**config.mk**
```make
export PLATFORM = sky130hd
export DESIGN_NAME = mux2x1_arbiter_flat
export DESIGN_NICKNAME = d
export VERILOG_FILES = /design/src/rtl/mux2x1_arbiter_if.sv /design/src/rtl/mux2x1_arbiter.sv /design/src/flat_wrapper.sv
export SDC_FILE = /design/constraint.sdc
export NUM_CORES = 1
export LEC_CHECK = 0
export BUFFER_PORTS_ARGS = -buffer_cell sky130_fd_sc_hd__buf_4
export CAP_MARGIN = 20
export CORE_UTILIZATION = 46
export DETAILED_ROUTE_END_ITERATION = 8
export PLACE_DENSITY = 0.91
export SETUP_SLACK_MARGIN = 0.5
export SYNTH_ARGS = -nofsm -noshare
export SYNTH_HDL_FRONTEND = slang
export SYNTH_SLANG_ARGS = --single-unit
```
**constraint.sdc**
```tcl
create_clock -name clk -period 2.5 [get_ports clk]
set_clock_uncertainty 0.1 [all_clocks]
set_input_delay 0.125 -clock clk [delete_from_list [all_inputs] [get_ports clk]]
set_output_delay 0.125 -clock clk [all_outputs]
set_load 0.005 [all_outputs]
```
**src/rtl/mux2x1_arbiter_if.sv**
```systemverilog
// -----------------------------------------------------------------------------
// mux2x1_arbiter_if
// Bundles the two requester channels (A, B), the shared output channel (D) and
// the mux select of the 2x1 datapath arbiter.
//
// Signals
//   a_valid / a_data / a_ready : requester A handshake
//   b_valid / b_data / b_ready : requester B handshake
//   d_valid / d_data / d_ready : output register handshake to the consumer
//   sel                        : last granted source (0 = A, 1 = B)
//
// Modports
//   master : the arbiter itself, which owns the output channel and drives the
//            readies, the output register and the select
//   slave  : the surrounding producers/consumer
// -----------------------------------------------------------------------------
interface mux2x1_arbiter_if #(
   parameter int DATAWIDTH = 16
);
   logic                 a_valid;
   logic [DATAWIDTH-1:0] a_data;
   logic                 a_ready;
   logic                 b_valid;
   logic [DATAWIDTH-1:0] b_data;
   logic                 b_ready;
   logic                 d_valid;
   logic [DATAWIDTH-1:0] d_data;
   logic                 d_ready;
   logic                 sel;

   modport master (
      input  a_valid, a_data, b_valid, b_data, d_ready,
      output a_ready, b_ready, d_valid, d_data, sel
   );

   modport slave (
      output a_valid, a_data, b_valid, b_data, d_ready,
      input  a_ready, b_ready, d_valid, d_data, sel
   );
endinterface

```
**src/rtl/mux2x1_arbiter.sv**
```systemverilog
// -----------------------------------------------------------------------------
// mux2x1_arbiter
// Round-robin arbiter and sequencer for the 2x1 datapath multiplexer. Two
// valid/ready requesters share one output register. The current owner may keep
// the channel for up to BURST consecutive beats while the other side waits;
// otherwise ties go to the side that did not win last.
//
// Parameters
//   DATAWIDTH : width of a_data, b_data and d_data
//   BURST     : max consecutive beats for one side under contention (>= 1)
//
// Ports
//   clk : rising-edge clock
//   rst : asynchronous, active-high reset
//   bus : mux2x1_arbiter_if.master (requesters A/B, output channel D, sel)
//
// a_ready/b_ready are combinational (depend on d_ready, the valids, state,
// sel and burst_cnt). d_valid, d_data and sel are registered.
// -----------------------------------------------------------------------------
module mux2x1_arbiter #(
   parameter int DATAWIDTH = 16,
   parameter int BURST     = 4
) (
   input  logic                    clk,
   input  logic                    rst,
   mux2x1_arbiter_if.master        bus
);

   // Counter holds 0..BURST; guard keeps the width sane for a bad BURST < 1.
   localparam int CW = (BURST < 1) ? 1 : $clog2(BURST + 1);
   localparam logic [CW-1:0] BURST_MAX = CW'(BURST);

   typedef enum logic [1:0] {
      IDLE  = 2'd0,
      OWN_A = 2'd1,
      OWN_B = 2'd2
   } state_t;

   state_t               state_r;
   state_t               state_s;
   logic [CW-1:0]        burst_cnt_r;
   logic [CW-1:0]        burst_cnt_s;
   logic                 d_valid_r;
   logic                 d_valid_s;
   logic [DATAWIDTH-1:0] d_data_r;
   logic [DATAWIDTH-1:0] d_data_s;
   logic                 sel_r;
   logic                 sel_s;

   logic                 load_s;
   logic                 keep_s;
   logic                 grant_s;
   logic                 grant_b_s;
   logic                 same_owner_s;
   logic                 a_ready_s;
   logic                 b_ready_s;

   // Saturating increment of the burst counter.
   function automatic logic [CW-1:0] sat_inc(input logic [CW-1:0] cnt);
      logic [CW-1:0] res;
      if (cnt >= BURST_MAX) begin
         res = cnt;
      end else begin
         res = cnt + CW'(1);
      end
      return res;
   endfunction

   // The output register can accept a beat when empty or being drained.
   assign load_s = ~d_valid_r | bus.d_ready;

   // Grant selection: owner keeps the burst unless it dropped valid or hit the
   // limit while the other side waits; otherwise round-robin on sel.
   always_comb begin
      keep_s    = 1'b0;
      grant_s   = 1'b0;
      grant_b_s = 1'b0;
      case (state_r)
         OWN_A: begin
            if (bus.a_valid && ((burst_cnt_r < BURST_MAX) || !bus.b_valid)) begin
               keep_s = 1'b1;
            end else begin
               keep_s = 1'b0;
            end
         end
         OWN_B: begin
            if (bus.b_valid && ((burst_cnt_r < BURST_MAX) || !bus.a_valid)) begin
               keep_s = 1'b1;
            end else begin
               keep_s = 1'b0;
            end
         end
         default: begin
            keep_s = 1'b0;
         end
      endcase

      if (keep_s) begin
         grant_s   = 1'b1;
         grant_b_s = (state_r == OWN_B);
      end else if (bus.a_valid && bus.b_valid) begin
         // Tie: the side that did not win last goes next.
         grant_s   = 1'b1;
         grant_b_s = ~sel_r;
      end else if (bus.a_valid) begin
         grant_s   = 1'b1;
         grant_b_s = 1'b0;
      end else if (bus.b_valid) begin
         grant_s   = 1'b1;
         grant_b_s = 1'b1;
      end else begin
         grant_s   = 1'b0;
         grant_b_s = 1'b0;
      end
   end

   // Ready goes only to the granted side, and never while reset is asserted.
   always_comb begin
      a_ready_s = ~rst & load_s & grant_s & ~grant_b_s;
      b_ready_s = ~rst & load_s & grant_s &  grant_b_s;
   end

   // Next-state / datapath: load the granted beat, drop to IDLE on an empty
   // load slot, hold everything under backpressure.
   always_comb begin
      state_s      = state_r;
      burst_cnt_s  = burst_cnt_r;
      d_valid_s    = d_valid_r;
      d_data_s     = d_data_r;
      sel_s        = sel_r;
      same_owner_s = grant_b_s ? (state_r == OWN_B) : (state_r == OWN_A);

      if (load_s) begin
         if (grant_s) begin
            // grant implies the granted side is valid, so this is a transfer.
            d_data_s  = grant_b_s ? bus.b_data : bus.a_data;
            d_valid_s = 1'b1;
            sel_s     = grant_b_s;
            state_s   = grant_b_s ? OWN_B : OWN_A;
            if (same_owner_s) begin
               burst_cnt_s = sat_inc(burst_cnt_r);
            end else begin
               burst_cnt_s = CW'(1);
            end
         end else begin
            d_valid_s   = 1'b0;
            state_s     = IDLE;
            burst_cnt_s = {CW{1'b0}};
         end
      end else begin
         state_s     = state_r;
         burst_cnt_s = burst_cnt_r;
      end
   end

   // State and output registers with asynchronous reset.
   always_ff @(posedge clk or posedge rst) begin
      if (rst) begin
         state_r     <= IDLE;
         burst_cnt_r <= {CW{1'b0}};
         d_valid_r   <= 1'b0;
         d_data_r    <= {DATAWIDTH{1'b0}};
         sel_r       <= 1'b1;
      end else begin
         state_r     <= state_s;
         burst_cnt_r <= burst_cnt_s;
         d_valid_r   <= d_valid_s;
         d_data_r    <= d_data_s;
         sel_r       <= sel_s;
      end
   end

   assign bus.a_ready = a_ready_s;
   assign bus.b_ready = b_ready_s;
   assign bus.d_valid = d_valid_r;
   assign bus.d_data  = d_data_r;
   assign bus.sel     = sel_r;

endmodule

```
**src/flat_wrapper.sv**
```systemverilog
// flat-port wrapper written by rule: the top's interface ports become plain ports
module mux2x1_arbiter_flat 
#(
   parameter int DATAWIDTH = 16,
   parameter int BURST     = 4
)
  (clk, rst, bus_a_valid, bus_a_data, bus_b_valid, bus_b_data, bus_d_ready, bus_a_ready, bus_b_ready, bus_d_valid, bus_d_data, bus_sel);
  mux2x1_arbiter_if #(.DATAWIDTH(DATAWIDTH)) bus_i ();
  input  logic clk;
  input  logic rst;
  input wire logic [$bits(bus_i.a_valid)-1:0] bus_a_valid;
  input wire logic [$bits(bus_i.a_data)-1:0] bus_a_data;
  input wire logic [$bits(bus_i.b_valid)-1:0] bus_b_valid;
  input wire logic [$bits(bus_i.b_data)-1:0] bus_b_data;
  input wire logic [$bits(bus_i.d_ready)-1:0] bus_d_ready;
  output wire logic [$bits(bus_i.a_ready)-1:0] bus_a_ready;
  output wire logic [$bits(bus_i.b_ready)-1:0] bus_b_ready;
  output wire logic [$bits(bus_i.d_valid)-1:0] bus_d_valid;
  output wire logic [$bits(bus_i.d_data)-1:0] bus_d_data;
  output wire logic [$bits(bus_i.sel)-1:0] bus_sel;
  assign bus_i.a_valid = bus_a_valid;
  assign bus_i.a_data = bus_a_data;
  assign bus_i.b_valid = bus_b_valid;
  assign bus_i.b_data = bus_b_data;
  assign bus_i.d_ready = bus_d_ready;
  assign bus_a_ready = bus_i.a_ready;
  assign bus_b_ready = bus_i.b_ready;
  assign bus_d_valid = bus_i.d_valid;
  assign bus_d_data = bus_i.d_data;
  assign bus_sel = bus_i.sel;
  mux2x1_arbiter #(.DATAWIDTH(DATAWIDTH), .BURST(BURST)) u_core (.clk(clk), .rst(rst), .bus(bus_i));
endmodule
```
==> summary.md <==
| Metric | Value |
|---|---|
| Pin count of the biggest net entering global routing | `25` |
| Area share of the largest cell type after synthesis | `0.442` |
| Endpoint required time on the critical path | `2.28 ns` |
| Worst VDD drop | `0.456 mV` |
| Most frequent cells in the layout | `64 x buf_4, 22 x dfrtp_1, 18 x a21o_1, 17 x a22o_1, 17 x dlygate4sd3_1` |
| Max-capacitance violation count | `0` |
| Max-slew violations | `0` |
| Vertical extent of the die | `54.1 microns` |
| Antenna violations before repair | `0` |
| Die Outline Area | `2920 sq um` |
| Internal | `0.818 mW` |
| IO Count | `57` |
| Final Cycle Share | `0.874` |
| Number of rows created at floorplan | `18` |
| Clock transition at the registers of the reported paths | `0.13 ns` |
| Cells after synthesis | `114` |
| N_diodes | `0` |
| TNS Setup | `0 ns` |
| Power per cell area | `613 nW/um^2` |
| Leading cell type in the layout, fill and taps excluded | `buf_4` |
| Distinct cells, synth | `33` |
| Post-synthesis net count | `154` |
| Critical path type | `register to output pin` |
| Tightest Hold Check Type | `input port to register` |
| Switching component of the power | `0.386 mW` |
| 1st-pass router iterations | `4` |
| Post-route DRC | `0` |
| Average size of a mapped cell | `10.9 sq um` |
| Max Freq | `458 MHz` |
| Slew at the pin closest to its max-slew limit | `0.452 ns` |
| Number of routed nets with antenna violations | `0` |
| Clk root buf | `clkbuf_4` |
| Worst-Skew Late Latency | `0.30 ns` |
| Warnings from Yosys | `0` |
| Total setup violations reported at the end of the flow | `0` |
| Comb power frac | `0.426` |
| Fin. Hold Viols | `0` |
| Maximum count of clock buffers along a single path | `2` |
| Number of buffers created by CTS | `3` |
| Overflow after GRT | `0` |
| Syn-to-layout area delta | `57.6%` |
| CTS tree | `built` |
| Biggest area contributors in the synthesized netlist | `dfrtp_1 44%, a22o_1 12%, a21o_1 11%` |
| Global Route Usage Sum | `0.267` |
| Sequential area share after synthesis | `0.463` |
| Status | `finished, final reports clean` |
| Rel. slew slack | `0.696` |
| Part of the power in registers | `0.434` |
| Aggregate routed wire length | `3.72 mm` |
| Unrepaired setup endpoints after global routing | `true` |
| Vias per cell | `5.57` |
| Detailed-placement wirelength estimate | `2.28 mm` |
| Area after detailed placement | `1670 sq um` |
| Nets@finish | `234` |
| Syn Std Cell Area | `1250 sq um` |
| Sink count of the clock tree | `23` |
| Signal arrival time at the worst endpoint | `1.96 ns` |
| Die X | `54.1 microns` |
| Core Footprint | `2520 sq um` |
| First-pass GRT wire length | `5.51 mm` |
| Post-synthesis sequential element count | `23` |
| Kind of launch point of the worst setup path | `register` |
| Routability Congestion | `0.869` |
| Port Buffers | `56` |
| Via count of the first global-routing pass | `1205` |
| Starting density of the core | `0.494` |
| Violation count after the first detailed-route iteration | `25` |
| Finished Cell Area | `1960 sq um` |
| H-tree lvl count | `1` |
| Crit Path Max Fanout | `5` |
| Final Critical Period | `2.18 ns` |
| Finished Core Util | `0.779` |
| Clock share of power | `0.140` |
| Leading area contributor after synthesis | `dfrtp_1` |
| Total number of vias | `1243` |
| Type of element capturing the critical path | `output pin` |
| WL per Instance | `16.7 microns` |
| Leakage | `1.04 nW` |
| Switching fraction of total power | `0.320` |
| Layout cells sized above 1 | `0.430` |
[worst max-delay path: stages (launching register included)]
cell and delay (ns):
dfrtp_1 0.46, ha_4 0.34, a211oi_4 0.07, o311a_4 0.41, buf_6 0.12, and2_4 0.14
buf_6 0.11
[Yosys cell counts (all sizes together)]
master / number
a21oi: 2
or3: 1
a22o: 17
mux2: 1
a21o: 18
nor3: 2
o311a: 1
nor2b: 2
dfstp: 1
dfrtp: 22
buf: 7
o22ai: 1
ha: 3
nand4bb: 1
o211ai: 2
o21ai: 3
nand3: 3
nand2b: 2
nor2: 4
a31oi: 2
and2: 2
nand2: 8
inv: 4
clkbuf: 1
o31ai: 1
a32o: 1
a211oi: 2
[what timing repair did]
action / 4_1_cts / 5_1_grt
hold buffers: 17 / 0
setup buffers: 4 / 2
pin swaps: 5 / 4
gates resized for setup: 6 / 4
endpoints found under the hold margin: 38 / 0
endpoints found under the setup margin: 13 / 19
[layer usage]
layer | up-vias | routed length (microns) | track usage
met3 | 4 | 251 | 0.0424
met5 | - | 0 | 0
met1 | 599 | 1490 | 0.340
met2 | 59 | 1940 | 0.471
met4 | 0 | 40 | 0.0641
li1 | 581 | - | -
[kinds of logic (layout without fill, tap and decap cells)]
| family | after synthesis | in the layout | share of synthesized area |
|---|---|---|---|
| buf+inv | 12 | 91 | 0.0703 |
| compound gates | 50 | 50 | 0.323 |
| simple gates | 25 | 25 | 0.104 |
| flops | 23 | 23 | 0.463 |
| mux | 1 | 1 | 0.00904 |
| fa+ha+maj | 3 | 3 | 0.0301 |
[cell type report]
| class | count | area [sq um] |
|---|---|---|
| sequential | 23 | 577 |
| clock buffer | 4 | 26.3 |
| inverter | 4 | 15.0 |
| multi-input combinational | 79 | 636 |
| timing repair buffer | 83 | 673 |
| tap | 30 | 37.5 |
| fill | 145 | 558 |
[final timing paths]
kind	depth (start not counted)	start	end	slack, ns
max	6	u_core.state_r[1]	bus_b_ready	0.32
min reg2reg	2	u_core.bus.sel	u_core.bus.sel	0.43
min	3	bus_b_data[9]	u_core.bus.d_data[9]	0.02
max reg2reg	7	u_core.state_r[1]	u_core.bus.d_data[10]	0.33
max in group asynchronous	4	rst	u_core.bus.sel	1.68
min in group asynchronous	4	rst	u_core.state_r[1]	0.33
[state kept, by name, indices dropped and copies added, names as in the netlist]
register	count
u_core.state_r	2
u_core.burst_cnt_r	3
u_core.bus.sel	1
u_core.bus.d_data	16
u_core.bus.d_valid	1
[power by group through the flow]
stage / Combinational (mW) / Clock [mW] / Sequential (mW)
floorplan: 0.258 / 0 / 0.512
global placement: 0.419 / 0 / 0.520
detailed placement: 0.435 / 0 / 0.522
CTS: 0.485 / 0.172 / 0.518
global route: 0.554 / 0.188 / 0.531
finish: 0.512 / 0.169 / 0.523
[metrics by stage]
step	std cells	hold WS, ns	power (mW)	setup slack, ns
6_report	223	0.0175	1.20	0.316
5_1_grt	223	0.00758	1.27	0.251
4_1_cts	220	0.0119	1.17	0.333
3_5_place_dp	195	0.103	0.958	0.318
3_3_place_gp	195	0.0966	0.940	0.424
2_1_floorplan	114	0.0314	0.770	0.527
(Power assumes the default switching activity.)
